`src/rtl/arm_pkg.sv`:
```
// arm_pkg: shared encodings and defaults for the MEM-stage SRAM controller
package arm_pkg;
  localparam logic [2:0] S_IDLE = 3'd0;
  localparam logic [2:0] S_LO   = 3'd1;
  localparam logic [2:0] S_HI   = 3'd2;
  localparam logic [2:0] S_WAIT = 3'd3;
  localparam logic [2:0] S_DONE = 3'd4;
  localparam int DATA_BASE_DEF = 1024;
  localparam int SRAM_DQ_W = 16;
endpackage

```
`src/rtl/sram_mem_ctrl.sv`:
```
// sram_mem_ctrl: moves 32-bit words to/from a 16-bit async SRAM as two half-word accesses
module sram_mem_ctrl
  import arm_pkg::*;
#(
  parameter int DATA_BASE = DATA_BASE_DEF,
  parameter int SRAM_ADDR_W = 18,
  parameter int ACCESS_CYCLES = 6
) (
  input  logic                   clk,
  input  logic                   rst,
  input  logic                   wr_en,
  input  logic                   rd_en,
  input  logic [31:0]            address,
  input  logic [31:0]            write_data,
  output logic [31:0]            read_data,
  output logic                   ready,
  output logic [SRAM_ADDR_W-1:0] sram_addr,
  output logic                   sram_we_n,
  output logic [SRAM_DQ_W-1:0]   sram_dq_out,
  output logic                   sram_dq_oe,
  input  logic [SRAM_DQ_W-1:0]   sram_dq_in
);
  logic [2:0] state;
  logic [7:0] cnt;
  logic [31:0] off;
  logic [SRAM_ADDR_W-1:0] addr_q, hw_addr;
  logic req, rd, xfer, unused_bits;
  assign req = wr_en | rd_en;
  assign rd = rd_en & ~wr_en;
  assign xfer = (state == S_LO) || (state == S_HI);
  assign off = address - 32'(DATA_BASE);
  // word index shifted up one bit, truncated so out-of-range addresses wrap
  assign hw_addr = {off[SRAM_ADDR_W:2], state == S_HI};
  assign unused_bits = ^{off[31:SRAM_ADDR_W+1], off[1:0]};
  assign ready = ~req | (state == S_DONE);
  assign sram_addr = xfer ? hw_addr : addr_q;
  assign sram_dq_oe = xfer & wr_en;
  assign sram_we_n = ~sram_dq_oe;
  assign sram_dq_out = sram_dq_oe ? ((state == S_HI) ? write_data[31:16] : write_data[15:0]) : '0;
  always_ff @(posedge clk) begin
    if (rst) begin
      state <= S_IDLE;
      cnt <= '0;
      addr_q <= '0;
      read_data <= '0;
    end else begin
      if (xfer) addr_q <= hw_addr;
      if (state == S_LO && rd) read_data[15:0] <= sram_dq_in;
      if (state == S_HI && rd) read_data[31:16] <= sram_dq_in;
      state <= (state == S_IDLE) ? (req ? S_LO : S_IDLE) :
               (state == S_LO)   ? S_HI :
               (state == S_HI)   ? ((ACCESS_CYCLES == 3) ? S_DONE : S_WAIT) :
               (state == S_WAIT) ? ((cnt == 8'd1) ? S_DONE : S_WAIT) : S_IDLE;
      cnt <= (state == S_HI) ? 8'(ACCESS_CYCLES - 3) : (state == S_WAIT) ? cnt - 8'd1 : cnt;
    end
  end
endmodule
```
`config.mk`:
```
export PLATFORM = sky130hd
export DESIGN_NAME = sram_mem_ctrl
export DESIGN_NICKNAME = d
export VERILOG_FILES = /design/src/rtl/arm_pkg.sv /design/src/rtl/sram_mem_ctrl.sv
export SDC_FILE = /design/constraint.sdc
export NUM_CORES = 1
export LEC_CHECK = 0
export ABC_AREA = 1
export CORE_MARGIN = 2
export CORE_UTILIZATION = 30
export DETAILED_ROUTE_END_ITERATION = 10
export DONT_BUFFER_PORTS = 1
export PLACE_DENSITY = 0.41
export SLEW_MARGIN = 30
export SYNTH_ARGS = -nofsm -noshare
export SYNTH_HDL_FRONTEND = slang
export SYNTH_SLANG_ARGS = --single-unit
```
`constraint.sdc`:
```
create_clock -name clk -period 2.7 [get_ports clk]
set_input_delay 0.81 -clock clk [delete_from_list [all_inputs] [get_ports clk]]
set_output_delay 0.81 -clock clk [all_outputs]
set_load 0.02 [all_outputs]
```
=== After elaboration in Yosys (flattened, before gate mapping) ===
Cells that the tools add are included.

* Register bits after elaboration: 61
* Output and inout bits: 69
* Word-level logic and storage cells: 37
* Bits of input ports: 84

* Add/sub/neg operators: 2
* Reduce and logical (&&, ||, !) cells: 6
* Multiplexer cells: 11
* Equality and inequality tests: 5
* Bitwise operators: 7

{| class="wikitable"
|+ Operators with widths
! operator !! count
|-
| 16-bit two-way mux || 2
|-
| 19-bit by 11-bit subtractor with 19-bit output (second input constant) || 1
|-
| 18-bit two-way mux || 1
|-
| 3-bit two-way mux || 5
|-
| 8-bit by 1-bit equality test with 1-bit output (second input constant) || 1
|-
| 8-bit by 1-bit subtractor with 8-bit output (second input constant) || 1
|-
| 3-bit by 2-bit equality test with 1-bit output (second input constant) || 2
|-
| 2-bit two-way mux || 2
|-
| 3-bit by 1-bit equality test with 1-bit output (second input constant) || 1
|-
| 3-bit equality test (second input constant) || 1
|-
| 3-bit zero test || 1
|-
| 1-bit inverter || 3
|-
| 1-bit AND || 2
|-
| 1-bit logical AND || 2
|-
| 1-bit OR || 2
|-
| 2-bit nonzero test || 1
|-
| 2-bit OR reduction || 1
|-
| 1-bit logical OR || 1
|-
| 1-bit two-way mux || 1
|}

=== Depth between registers and ports, before layout ===
Gate-level depths: netlist of run 1.

* Word-level depth: 6
* Depth in mapped cells: 9
* Depth with buffers taken out: 8

=== Worst setup path after synthesis of run 1 ===
No wires, ideal clock.

* Path kind: input -> output
* Start: in address[10]
* End: out sram_addr[17]
* Data arrival time: 1617 ps
* Stages on the path: 8
* Required time: 1890 ps
* Buffers on the path: 0
* Path slack: 273 ps
* Cell sequence: inv_1 -> ha_1 -> nand2_1 -> nor2_1 -> nand2_1 -> nand3_1 -> nand2_1 -> inv_1

* Longest elaborated chain between the ends: 2

{| class="wikitable"
|+ Ends and longest elaborated chain
! what !! line !! source
|-
| start, declared || sram_mem_ctrl.sv:13 || <nowiki>input logic [31:0] address,</nowiki>
|-
| 19-bit by 11-bit subtractor with 19-bit output || sram_mem_ctrl.sv:31 || <nowiki>assign off = address - 32'(DATA_BASE);</nowiki>
|-
| 18-bit two-way mux || sram_mem_ctrl.sv:36 || <nowiki>assign sram_addr = xfer ? hw_addr : addr_q;</nowiki>
|-
| end, declared || sram_mem_ctrl.sv:17 || <nowiki>output logic [SRAM_ADDR_W-1:0] sram_addr,</nowiki>
|}

No other way between the ends.

=== Final worst setup path of run 1 ===
* Start: reg state[1]
* End: out sram_dq_out[0]

* Longest elaborated chain between the ends: 4
* Elaborated cells on any way between the ends: 6
* Those cells by class: 2 x eq/ne; 2 x mux; 1 x bitwise; 1 x reduce/logical

{| class="wikitable"
|+ Ends and longest elaborated chain
! what !! line !! source
|-
| start, declared || sram_mem_ctrl.sv:23 || <nowiki>logic [2:0] state;</nowiki>
|-
| start signal, assigned || sram_mem_ctrl.sv:50 || <nowiki>state <= (state == S_IDLE) ? (req ? S_LO : S_IDLE) :</nowiki>
|-
| 3-bit by 1-bit equality test with 1-bit output / 3-bit by 2-bit equality test with 1-bit output (equally long branches) || sram_mem_ctrl.sv:30, sram_mem_ctrl.sv:39 ||
|-
| 1-bit logical OR || sram_mem_ctrl.sv:30 || <nowiki>assign xfer = (state == S_LO) || (state == S_HI);</nowiki>
|-
| 1-bit AND || sram_mem_ctrl.sv:37 || <nowiki>assign sram_dq_oe = xfer & wr_en;</nowiki>
|-
| 16-bit two-way mux (*) || sram_mem_ctrl.sv:39 || <nowiki>assign sram_dq_out = sram_dq_oe ? ((state == S_HI) ? write_data[31:16] : write_data[15:0]) : '0;</nowiki>
|-
| end, declared || sram_mem_ctrl.sv:19 || <nowiki>output logic [SRAM_DQ_W-1:0] sram_dq_out,</nowiki>
|}

Mark *: on every way between the ends. The rest lies on a longest branch, timed or not.

==> results of run 1 <==
==> worst register-to-register path: stages (launching register included) <==
cell and delay (ps):
sky130_fd_sc_hd__dfxtp_1 350, sky130_fd_sc_hd__inv_2 90, sky130_fd_sc_hd__nor2_8 120, sky130_fd_sc_hd__nand2_4 120, sky130_fd_sc_hd__inv_4 200, sky130_fd_sc_hd__nand2_4 170, sky130_fd_sc_hd__inv_2 280, sky130_fd_sc_hd__nor2_1 80
sky130_fd_sc_hd__nor2_1 100
==> kinds of logic (layout without fill, tap and decap cells) <==
family / Yosys count / after routing / share of synthesized area
compound gates: 82 / 82 / 0.150
simple gates: 207 / 207 / 0.316
flops: 61 / 61 / 0.429
xor+xnor: 2 / 2 / 0.00615
fa+ha+maj: 3 / 3 / 0.0132
buf+inv: 54 / 74 / 0.0857
==> power groups by stage <==
stage               Combinational, mW  Clock (mW)  Sequential, mW
floorplan                        1.47           0            1.30
global placement                 1.75           0            1.33
detailed placement               1.77           0            1.33
CTS                              1.77       0.856            1.31
global route                     1.96       0.901            1.33
finish                           1.75       0.826            1.31
==> routing by layer <==
metal	up-vias	share of wire	GRT usage
li1	1318	-	-
met1	1109	0.43	0.174
met2	108	0.45	0.229
met3	9	0.11	0.0642
met4	0	0.016	0.0624
met5	-	0	0
==> repair_timing <==
action                     CTS  global route
resized for setup            0             4
setup endpoints to repair    0            16
hold buffers                 0             0
==> cell type report <==
cell class / instances / area (um2)
fill: 998 / 5980
timing repair buffer: 20 / 150
clock inverter: 7 / 75.1
sequential: 61 / 1220
clock buffer: 9 / 124
tap: 129 / 161
multi-input combinational: 294 / 1380
inverter: 38 / 145
==> state kept, by name, indices dropped and copies added, names as in the netlist <==
signal,cells
read_data,32
cnt,8
state,3
addr_q,18
==> cells in the final DEF, fill, tap and decap left out, types with 5 or more instances in the layout <==
cell type	n
sky130_fd_sc_hd__or2_1	5
sky130_fd_sc_hd__clkbuf_8	9
sky130_fd_sc_hd__inv_2	6
sky130_fd_sc_hd__nand2_1	81
sky130_fd_sc_hd__nor2_1	94
sky130_fd_sc_hd__dfxtp_1	59
sky130_fd_sc_hd__inv_1	31
sky130_fd_sc_hd__or2_2	7
sky130_fd_sc_hd__a21oi_1	30
sky130_fd_sc_hd__o21ai_1	5
sky130_fd_sc_hd__o21ai_0	42
sky130_fd_sc_hd__nand3_1	6
sky130_fd_sc_hd__buf_4	20
==> metrics by stage <==
| step | instance area [um2] | setup TNS [ps] | setup slack, ps |
|---|---|---|---|
| finish | 3260 | 0 | 63.2 |
| global route | 3260 | -359 | -56.3 |
| CTS | 3260 | 0 | 13.4 |
| detailed placement | 3060 | 0 | 172 |
| global placement | 3060 | 0 | 160 |
| floorplan | 2850 | 0 | 273 |
==> worst max path at each step <==
| stage | startpoint | to | slack, ps | depth (start not counted) |
|---|---|---|---|---|
| floorplan | address[10] | sram_addr[17] | 270 | 8 |
| global placement | address[10] | sram_addr[17] | 160 | 8 |
| detailed placement | address[10] | sram_addr[17] | 170 | 8 |
| CTS | state[1] | sram_dq_out[0] | 10 | 7 |
| global route | state[1] | sram_dq_out[14] | -60 | 7 |
| finish | state[1] | sram_dq_out[0] | 60 | 7 |
==> qor.txt, run 1 <==
Netlist cell types -> 30
Post-layout minimum cycle time -> 2640 ps
Outcome -> complete, no violations
Most common cell in the synthesized netlist -> sky130_fd_sc_hd__nor2_1
Clk_skew -> 6.36 ps
Delay of the slowest critical-path stage -> 350 ps
Prevailing post-synth register cell -> sky130_fd_sc_hd__dfxtp_1
Library cell contributing the largest single delay on the critical path -> sky130_fd_sc_hd__dfxtp_1
Sort of element at the start of the critical path -> register
Switching share of power -> 0.476
Critical-path maximum fanout -> 18
Final #Nets -> 511
Share of async-settable or async-resettable flops after synthesis -> 0
N_diodes -> 0
Cell Int Power -> 2.03 mW
Global placement routability congestion -> 0.842
Total design power -> 3.88 mW
Synthesized netlist cell count -> 409
Max-slew violation count -> 0
Die Footprint -> 10300 um2
Arr. time, crit path -> 1830 ps
Portion of total power attributed to combinational logic -> 0.450
Pwr Density -> 1190 nW/um2
Gate family responsible for the most delay along the worst path -> simple AND/OR/NAND/NOR gates
Element type at the critical path end -> output pin
Commonest cells in the synthesized netlist -> sky130_fd_sc_hd__nor2_1 (94), sky130_fd_sc_hd__nand2_1 (81), sky130_fd_sc_hd__dfxtp_1 (61)
Total number of vias -> 2544
Fin crit share -> 0.977
Number of nets in the synthesized netlist -> 496
Tightest hold margin -> 467 ps
Die extent in x -> 101 um
DRC violation count after routing -> 0
Reg2reg end -> read_data[19]
Post-Route WL -> 7440 um
Class of the most critical setup path -> reg2out
Vias in the first global route -> 2427
Sinks on the clock net -> 61
Fraction of the yosys area taken by sequential cells -> 0.429
Routed length per instance -> 13.3 um
Htree depth -> 3
Remaining antenna violation count -> 0
IO Port Bufs -> 0
Proportion of layout cells with a drive suffix above 1 -> 0.147
I/O pins -> 153
Count of final hold-check violations -> 0
Number of cells traversed by the worst hold path -> 2
Final cell count without fillers -> 558
Via density -> 4.56
Power spent charging and discharging nets -> 1.85 mW
Y dimension of the die -> 101 um
Unrepaired setup endpoints after global routing -> true
Number of antenna violations at the first check in global routing -> 0
Number of standard-cell rows in the floorplan -> 35
Relative max-transition margin -> 0.441
Clock transition at path regs -> 70 ps
Logic depth of the worst register-to-register path -> 8
1st-pass router iterations -> 4
Source of the worst register-to-register timing path -> state[1]
Summed instance area of the synthesized netlist -> 2850 um2
Yosys warns -> 0
Worst-case register-to-register setup slack -> 1140 ps
Global-route total usage across every layer -> 0.146
Min-Delay Endpoint -> addr_q[11]
Iter 0 DRT Violations -> 70
HPWL after detailed placement -> 5450 um
Critical path buffers and inverters -> 2
Sequential Power Share -> 0.337
Clk_lat worst skew -> 340 ps
Max cap viols -> 0
#FFs+latches synth -> 61
Initial cell density of the core -> 0.308
Maximum number of pins on one net before global-route repair -> 33
Highest achievable clock rate -> 0.379 GHz
Worst endpoint required time -> 1890 ps
CTS tree -> done
Chain of cells forming the critical path -> inv_2, nor2_8, nand2_4, nand2_4, nand2_2, a21oi_1, buf_4
Number of buffers on the longest clock path -> 2
Static Leakage -> 1.49 nW
Syn-to-layout area delta -> 14.5%
Remaining global-route overflow -> 0
Wire length of the first global-routing pass -> 11600 um
Cell types with the largest area share after synthesis -> sky130_fd_sc_hd__dfxtp_1 (43%), sky130_fd_sc_hd__nor2_1 (12%), sky130_fd_sc_hd__nand2_1 (11%), sky130_fd_sc_hd__o21ai_0 (7.6%), sky130_fd_sc_hd__a21oi_1 (5.3%)
Core ar. -> 9240 um2
Post-layout utilization of the core -> 0.353
Cts bufs inserted -> 9
Clock Root Buffer -> sky130_fd_sc_hd__clkbuf_8
Proportion of power drawn by the clock network -> 0.213
Type of the worst min-delay path -> reg2reg
Worst Min Path Start -> addr_q[11]
Setup violators final -> 0
Number of synthesized flops with an enable pin -> 0
Critical Path Most Common Cell -> sky130_fd_sc_hd__nand2_4
Mean post-synth cell area -> 6.96 um2
Area share of the largest cell type after synthesis -> 0.429
Count of buffers added by post-CTS timing repair for setup -> 0
Cell count after placement -> 542
Slew at the pin with the worst max-slew slack -> 832 ps
Cell taking the most area after synthesis -> sky130_fd_sc_hd__dfxtp_1
Worst-case vdd ir drop -> 0.000375 V
Power figures use the tool's default switching activity.
==> run 2: changes to the inputs <==
- SKIP_LAST_GASP: unset -> 1
==> qor.txt, run 2 (synthesis results as in run 1) <==
Critical path buffers and inverters -> 2 (unchanged)
Final cell count without fillers -> 558 (unchanged)
Vias in the first global route -> 2427 (unchanged)
Library cell contributing the largest single delay on the critical path -> sky130_fd_sc_hd__dfxtp_1
Worst endpoint required time -> 1890 ps (about the same)
Die extent in x -> 101 um (unchanged)
Maximum number of pins on one net before global-route repair -> 33 (unchanged)
Total number of vias -> 2543 (-0.039%)
Syn-to-layout area delta -> 14.5% (unchanged)
Fin crit share -> 0.977 (unchanged)
Class of the most critical setup path -> reg2out
Final #Nets -> 511 (unchanged)
Delay of the slowest critical-path stage -> 350 ps (about the same)
Clk_lat worst skew -> 340 ps (about the same)
Total design power -> 3.88 mW (about the same)
Critical Path Most Common Cell -> sky130_fd_sc_hd__nand2_4
Initial cell density of the core -> 0.308 (unchanged)
Slack of the critical path -> 63.2 ps (unchanged)
Commonest non-fill, non-tap cell in the layout -> sky130_fd_sc_hd__nor2_1
Static Leakage -> 1.49 nW (about the same)
Sinks on the clock net -> 61 (unchanged)
Proportion of layout cells with a drive suffix above 1 -> 0.145 (-0.00233)
Number of flip-flops in the largest register -> 32 (unchanged)
Setup violators final -> 0 (unchanged)
Post-layout utilization of the core -> 0.353 (unchanged)
Htree depth -> 3 (unchanged)
Remaining antenna violation count -> 0 (unchanged)
Via density -> 4.56 (about the same)
Pwr Density -> 1190 nW/um2 (about the same)
Global-route total usage across every layer -> 0.146 (unchanged)
Power spent charging and discharging nets -> 1.85 mW (-0.14%)
Count of fill cells added during filler insertion -> 998 (unchanged)
Core ar. -> 9240 um2 (unchanged)
Number of antenna violations at the first check in global routing -> 0 (unchanged)
Post-Route WL -> 7440 um (unchanged)
Type of the worst min-delay path -> reg2reg
Sequential Power Share -> 0.338 (about the same)
Iter 0 DRT Violations -> 70 (unchanged)
Number of standard-cell rows in the floorplan -> 35 (unchanged)
Register with the most flip-flops -> read_data
Arr. time, crit path -> 1830 ps (about the same)
Die Footprint -> 10300 um2 (unchanged)
Highest-count cells in the layout ignoring fill and taps -> sky130_fd_sc_hd__nor2_1 (94), sky130_fd_sc_hd__nand2_1 (81), sky130_fd_sc_hd__dfxtp_1 (59)
Clock transition at path regs -> 70 ps (about the same)
Number of buffers on the longest clock path -> 2 (unchanged)
Proportion of power drawn by the clock network -> 0.213 (about the same)
Cell count after placement -> 542 (unchanged)
Remaining global-route overflow -> 0 (unchanged)
HPWL after detailed placement -> 5450 um (unchanged)
Slew at the pin with the worst max-slew slack -> 832 ps (unchanged)
Relative max-transition margin -> 0.441 (unchanged)
Outcome -> complete, no violations
1st-pass router iterations -> 4 (unchanged)
Element type at the critical path end -> output pin
Clk_skew -> 6.36 ps (unchanged)
Max cap viols -> 0 (unchanged)
Chain of cells forming the critical path -> inv_2, nor2_8, nand2_4, nand2_4, nand2_2, a21oi_1, buf_4
Portion of total power attributed to combinational logic -> 0.450 (about the same)
Highest achievable clock rate -> 0.379 GHz (unchanged)
I/O pins -> 153 (unchanged)
Worst-case register-to-register setup slack -> 1140 ps (about the same)
Sort of element at the start of the critical path -> register
Cell Int Power -> 2.03 mW (about the same)
N_diodes -> 0 (unchanged)
Cts bufs inserted -> 9 (unchanged)
Max-slew violation count -> 0 (unchanged)
Tightest hold margin -> 467 ps (unchanged)
Y dimension of the die -> 101 um (unchanged)
Wire length of the first global-routing pass -> 11600 um (unchanged)
Top Registers -> read_data x32, addr_q x18, cnt x8
Switching share of power -> 0.476 (about the same)
Count of final hold-check violations -> 0 (unchanged)
Worst-case vdd ir drop -> 0.000375 V (unchanged)
DRC violation count after routing -> 0 (unchanged)
Clock Root Buffer -> sky130_fd_sc_hd__clkbuf_8
CTS tree -> done
Post-CTS Hold Fix Bufs -> 0 (unchanged)
Unrepaired setup endpoints after global routing -> true
Placement-stage worst setup slack -> 172 ps (unchanged)
Global placement routability congestion -> 0.842 (unchanged)
Post-layout minimum cycle time -> 2640 ps (unchanged)
Critical-path maximum fanout -> 18 (unchanged)
IO Port Bufs -> 0 (unchanged)
Gate family responsible for the most delay along the worst path -> simple AND/OR/NAND/NOR gates
Routed length per instance -> 13.3 um (unchanged)
[run 2: timing repair]
action                     4_1_cts  5_1_grt
gates resized for setup          0        3
hold endpoints to repair         0        0
setup buffers                    0        0
setup endpoints to repair        0       16
[run 2: worst reg2reg max path, cell delays in order (launching register included)]
cell and delay [ps]:
sky130_fd_sc_hd__dfxtp_1 350, sky130_fd_sc_hd__inv_2 90, sky130_fd_sc_hd__nor2_8 120, sky130_fd_sc_hd__nand2_4 120, sky130_fd_sc_hd__inv_4 200, sky130_fd_sc_hd__nand2_4 170, sky130_fd_sc_hd__inv_2 280, sky130_fd_sc_hd__nor2_1 80
sky130_fd_sc_hd__nor2_1 100
[run 2: layer usage]
| layer | track usage | wire length [um] | vias to the layer above |
|---|---|---|---|
| met3 | 0.0642 | 803 | 9 |
| met2 | 0.229 | 3320 | 108 |
| met4 | 0.0624 | 116 | 0 |
| li1 | - | - | 1318 |
| met1 | 0.174 | 3200 | 1108 |
| met5 | 0 | 0 | - |
[run 2: final cells by class]
cell class / instances / area [um2] / area share
clock buffers: 9 / 124 / 0.0380
repair buffers: 20 / 150 / 0.0460
clock inverters: 7 / 75.1 / 0.0230
multi-input cells: 294 / 1380 / 0.424
well taps: 129 / 161 / 0.0495
flip-flops and latches: 61 / 1220 / 0.375
inverters: 38 / 145 / 0.0445
[run 2: worst paths after layout]
kind / to / start / depth (start not counted)
min reg2reg: addr_q[11] / addr_q[11] / 2
max reg2reg: read_data[19] / state[1] / 8
max: sram_dq_out[0] / state[1] / 7
min: addr_q[11] / addr_q[11] / 2
[run 2: power groups by stage]
| stage | logic (mW) | clock network, mW | registers (mW) |
|---|---|---|---|
| 6_report | 1.74 | 0.826 | 1.31 |
| 2_1_floorplan | 1.47 | 0 | 1.30 |
| 3_5_place_dp | 1.77 | 0 | 1.33 |
| 5_1_grt | 1.96 | 0.901 | 1.33 |
| 3_3_place_gp | 1.75 | 0 | 1.33 |
| 4_1_cts | 1.77 | 0.856 | 1.31 |
[run 2: metrics by stage]
| step | cell area, um2 | TNS (ps) |
|---|---|---|
| after global routing | 3260 | -390 |
| after detailed placement | 3060 | 0 |
| final | 3260 | 0 |
| after global placement | 3060 | 0 |
| after floorplan | 2850 | 0 |
| after CTS | 3260 | 0 |
==> run 3: changes to the inputs <==
- CAP_MARGIN: unset -> 30
- CORE_ASPECT_RATIO: unset -> 0.7
==> qor.txt, run 3 (synthesis results as in run 1) <==
Count of buffers added by post-CTS timing repair for setup -> 0 (unchanged)
IO Port Bufs -> 0 (unchanged)
Worst-case vdd ir drop -> 0.000716 V (+91%)
Count of fill cells added during filler insertion -> 989 (-0.90%)
Arr. time, crit path -> 1760 ps (-70 ps)
Static Leakage -> 1.52 nW (+2.2%)
Number of standard-cell rows in the floorplan -> 29 (-17%)
Library cell contributing the largest single delay on the critical path -> sky130_fd_sc_hd__dfxtp_1
Highest achievable clock rate -> 0.389 GHz (+2.7%)
Clk_lat worst skew -> 330 ps (about the same)
Total number of vias -> 2584 (+1.6%)
Critical-path maximum fanout -> 21 (+3)
Number of flip-flops in the largest register -> 32 (unchanged)
Max-slew violation count -> 0 (unchanged)
Post-layout minimum cycle time -> 2570 ps (-68.4 ps)
Clk_skew -> 9.26 ps (+2.91 ps)
Y dimension of the die -> 85.5 um (-16%)
Fin crit share -> 0.951 (-0.0253)
Max cap viols -> 0 (unchanged)
Syn-to-layout area delta -> 17.8%
Highest-count cells in the layout ignoring fill and taps -> sky130_fd_sc_hd__nor2_1 (94), sky130_fd_sc_hd__nand2_1 (81), sky130_fd_sc_hd__dfxtp_1 (61)
Commonest non-fill, non-tap cell in the layout -> sky130_fd_sc_hd__nor2_1
Chain of cells forming the critical path -> inv_2, nor2_8, nand2_4, buf_4, inv_6, nand2_1, a21oi_1, buf_4
Remaining global-route overflow -> 0 (unchanged)
Setup violators final -> 0 (unchanged)
Clock transition at path regs -> 50 ps (-20 ps)
Number of buffers on the longest clock path -> 2 (unchanged)
Die Footprint -> 10300 um2 (+0.12%)
Htree depth -> 3 (unchanged)
Wire length of the first global-routing pass -> 11900 um (+2.8%)
DRC violation count after routing -> 0 (unchanged)
Via density -> 4.66 (+2.2%)
Tightest hold margin -> 466 ps (-0.803 ps)
Delay of the slowest critical-path stage -> 350 ps (about the same)
Worst endpoint required time -> 1890 ps (about the same)
Final total negative setup slack -> 0 ps (unchanged)
Post-Route WL -> 7450 um (+0.19%)
Core ar. -> 9140 um2 (-1.0%)
Type of the worst min-delay path -> reg2reg
1st-pass router iterations -> 4 (unchanged)
Relative max-transition margin -> 0.574 (+0.133)
Top Registers -> read_data x32, addr_q x18, cnt x8
Sort of element at the start of the critical path -> register
Post-CTS Hold Fix Bufs -> 0 (unchanged)
Clock Root Buffer -> sky130_fd_sc_hd__clkbuf_16
Outcome -> complete, no violations
Global-route total usage across every layer -> 0.146 (-0.000289)
HPWL after detailed placement -> 5340 um (-2.0%)
Global placement routability congestion -> 0.769 (-8.7%)
Cts bufs inserted -> 9 (unchanged)
Register with the most flip-flops -> read_data
Routed length per instance -> 13.4 um (+0.73%)
I/O pins -> 153 (unchanged)
Element type at the critical path end -> output pin
Iter 0 DRT Violations -> 77 (+10%)
Sinks on the clock net -> 61 (unchanged)
Final #Nets -> 513 (+0.39%)
Maximum number of pins on one net before global-route repair -> 23 (-30%)
Die extent in x -> 120 um (+19%)
Number of antenna violations at the first check in global routing -> 0 (unchanged)
Critical Path Most Common Cell -> sky130_fd_sc_hd__buf_4
Initial cell density of the core -> 0.311 (+0.00325)
Proportion of layout cells with a drive suffix above 1 -> 0.144 (-0.000671)
Slew at the pin with the worst max-slew slack -> 635 ps (-197 ps)
Post-CTS resize count -> 0 (unchanged)
Unrepaired setup endpoints after global routing -> false
Count of final hold-check violations -> 0 (unchanged)
N_diodes -> 0 (unchanged)
Pwr Density -> 1230 nW/um2 (+3.0%)
Remaining antenna violation count -> 0 (unchanged)
Vias in the first global route -> 2445 (+0.74%)
Class of the most critical setup path -> reg2out
CTS tree -> done
[run 3: report_power, final]
part           internal (mW)  total, mW  switching, mW
clock network          0.627       1.06          0.429
logic                  0.476       1.74           1.27
registers               1.13       1.31          0.186
[run 3: metrics by stage]
stage                     worst slack (ps)  std cells  power [mW]  instance area (um2)  utilization
final                                  132        555        4.11                 3350        0.367
after global routing                  26.1        555        4.40                 3350        0.367
after CTS                             61.5        555        4.16                 3350        0.366
after detailed placement               208        539        3.09                 3070        0.336
after global placement                 204        539        3.08                 3070        0.336
after floorplan                        273        409        2.77                 2850            -
[run 3: cell type report]
class                   count  area [um2]  share of cell area
clock buffers              10         229              0.0683
clock inverters             6        48.8              0.0146
inverters                  38         148              0.0440
multi-input cells         294        1390               0.413
flip-flops and latches     61        1220               0.364
well taps                 124         155              0.0463
repair buffers             22         165              0.0493
[run 3: worst paths after layout]
kind,cells past startpoint,end,slack [ps],startpoint
setup / recovery,8,sram_dq_out[6],130,state[1]
hold reg to reg,2,addr_q[12],470,addr_q[12]
hold / removal,2,addr_q[12],470,addr_q[12]
setup reg to reg,8,read_data[16],990,state[0]
[run 3: per-layer routing]
metal	global-route usage	wire, um	vias to the layer above	part of all wire
li1	-	-	1334	-
met1	0.178	3390	1126	0.45
met2	0.235	3160	117	0.42
met3	0.0652	797	7	0.11
met4	0.0402	102	0	0.014
met5	0	0	-	0
[run 3: critical path: cells and delay by family (launching register included)]
family / cells / cell delay [ps]
DFF: 1 / 350
AOI/OAI and AO/OA: 1 / 170
and+or+nand+nor: 3 / 270
buffers and inverters: 4 / 650
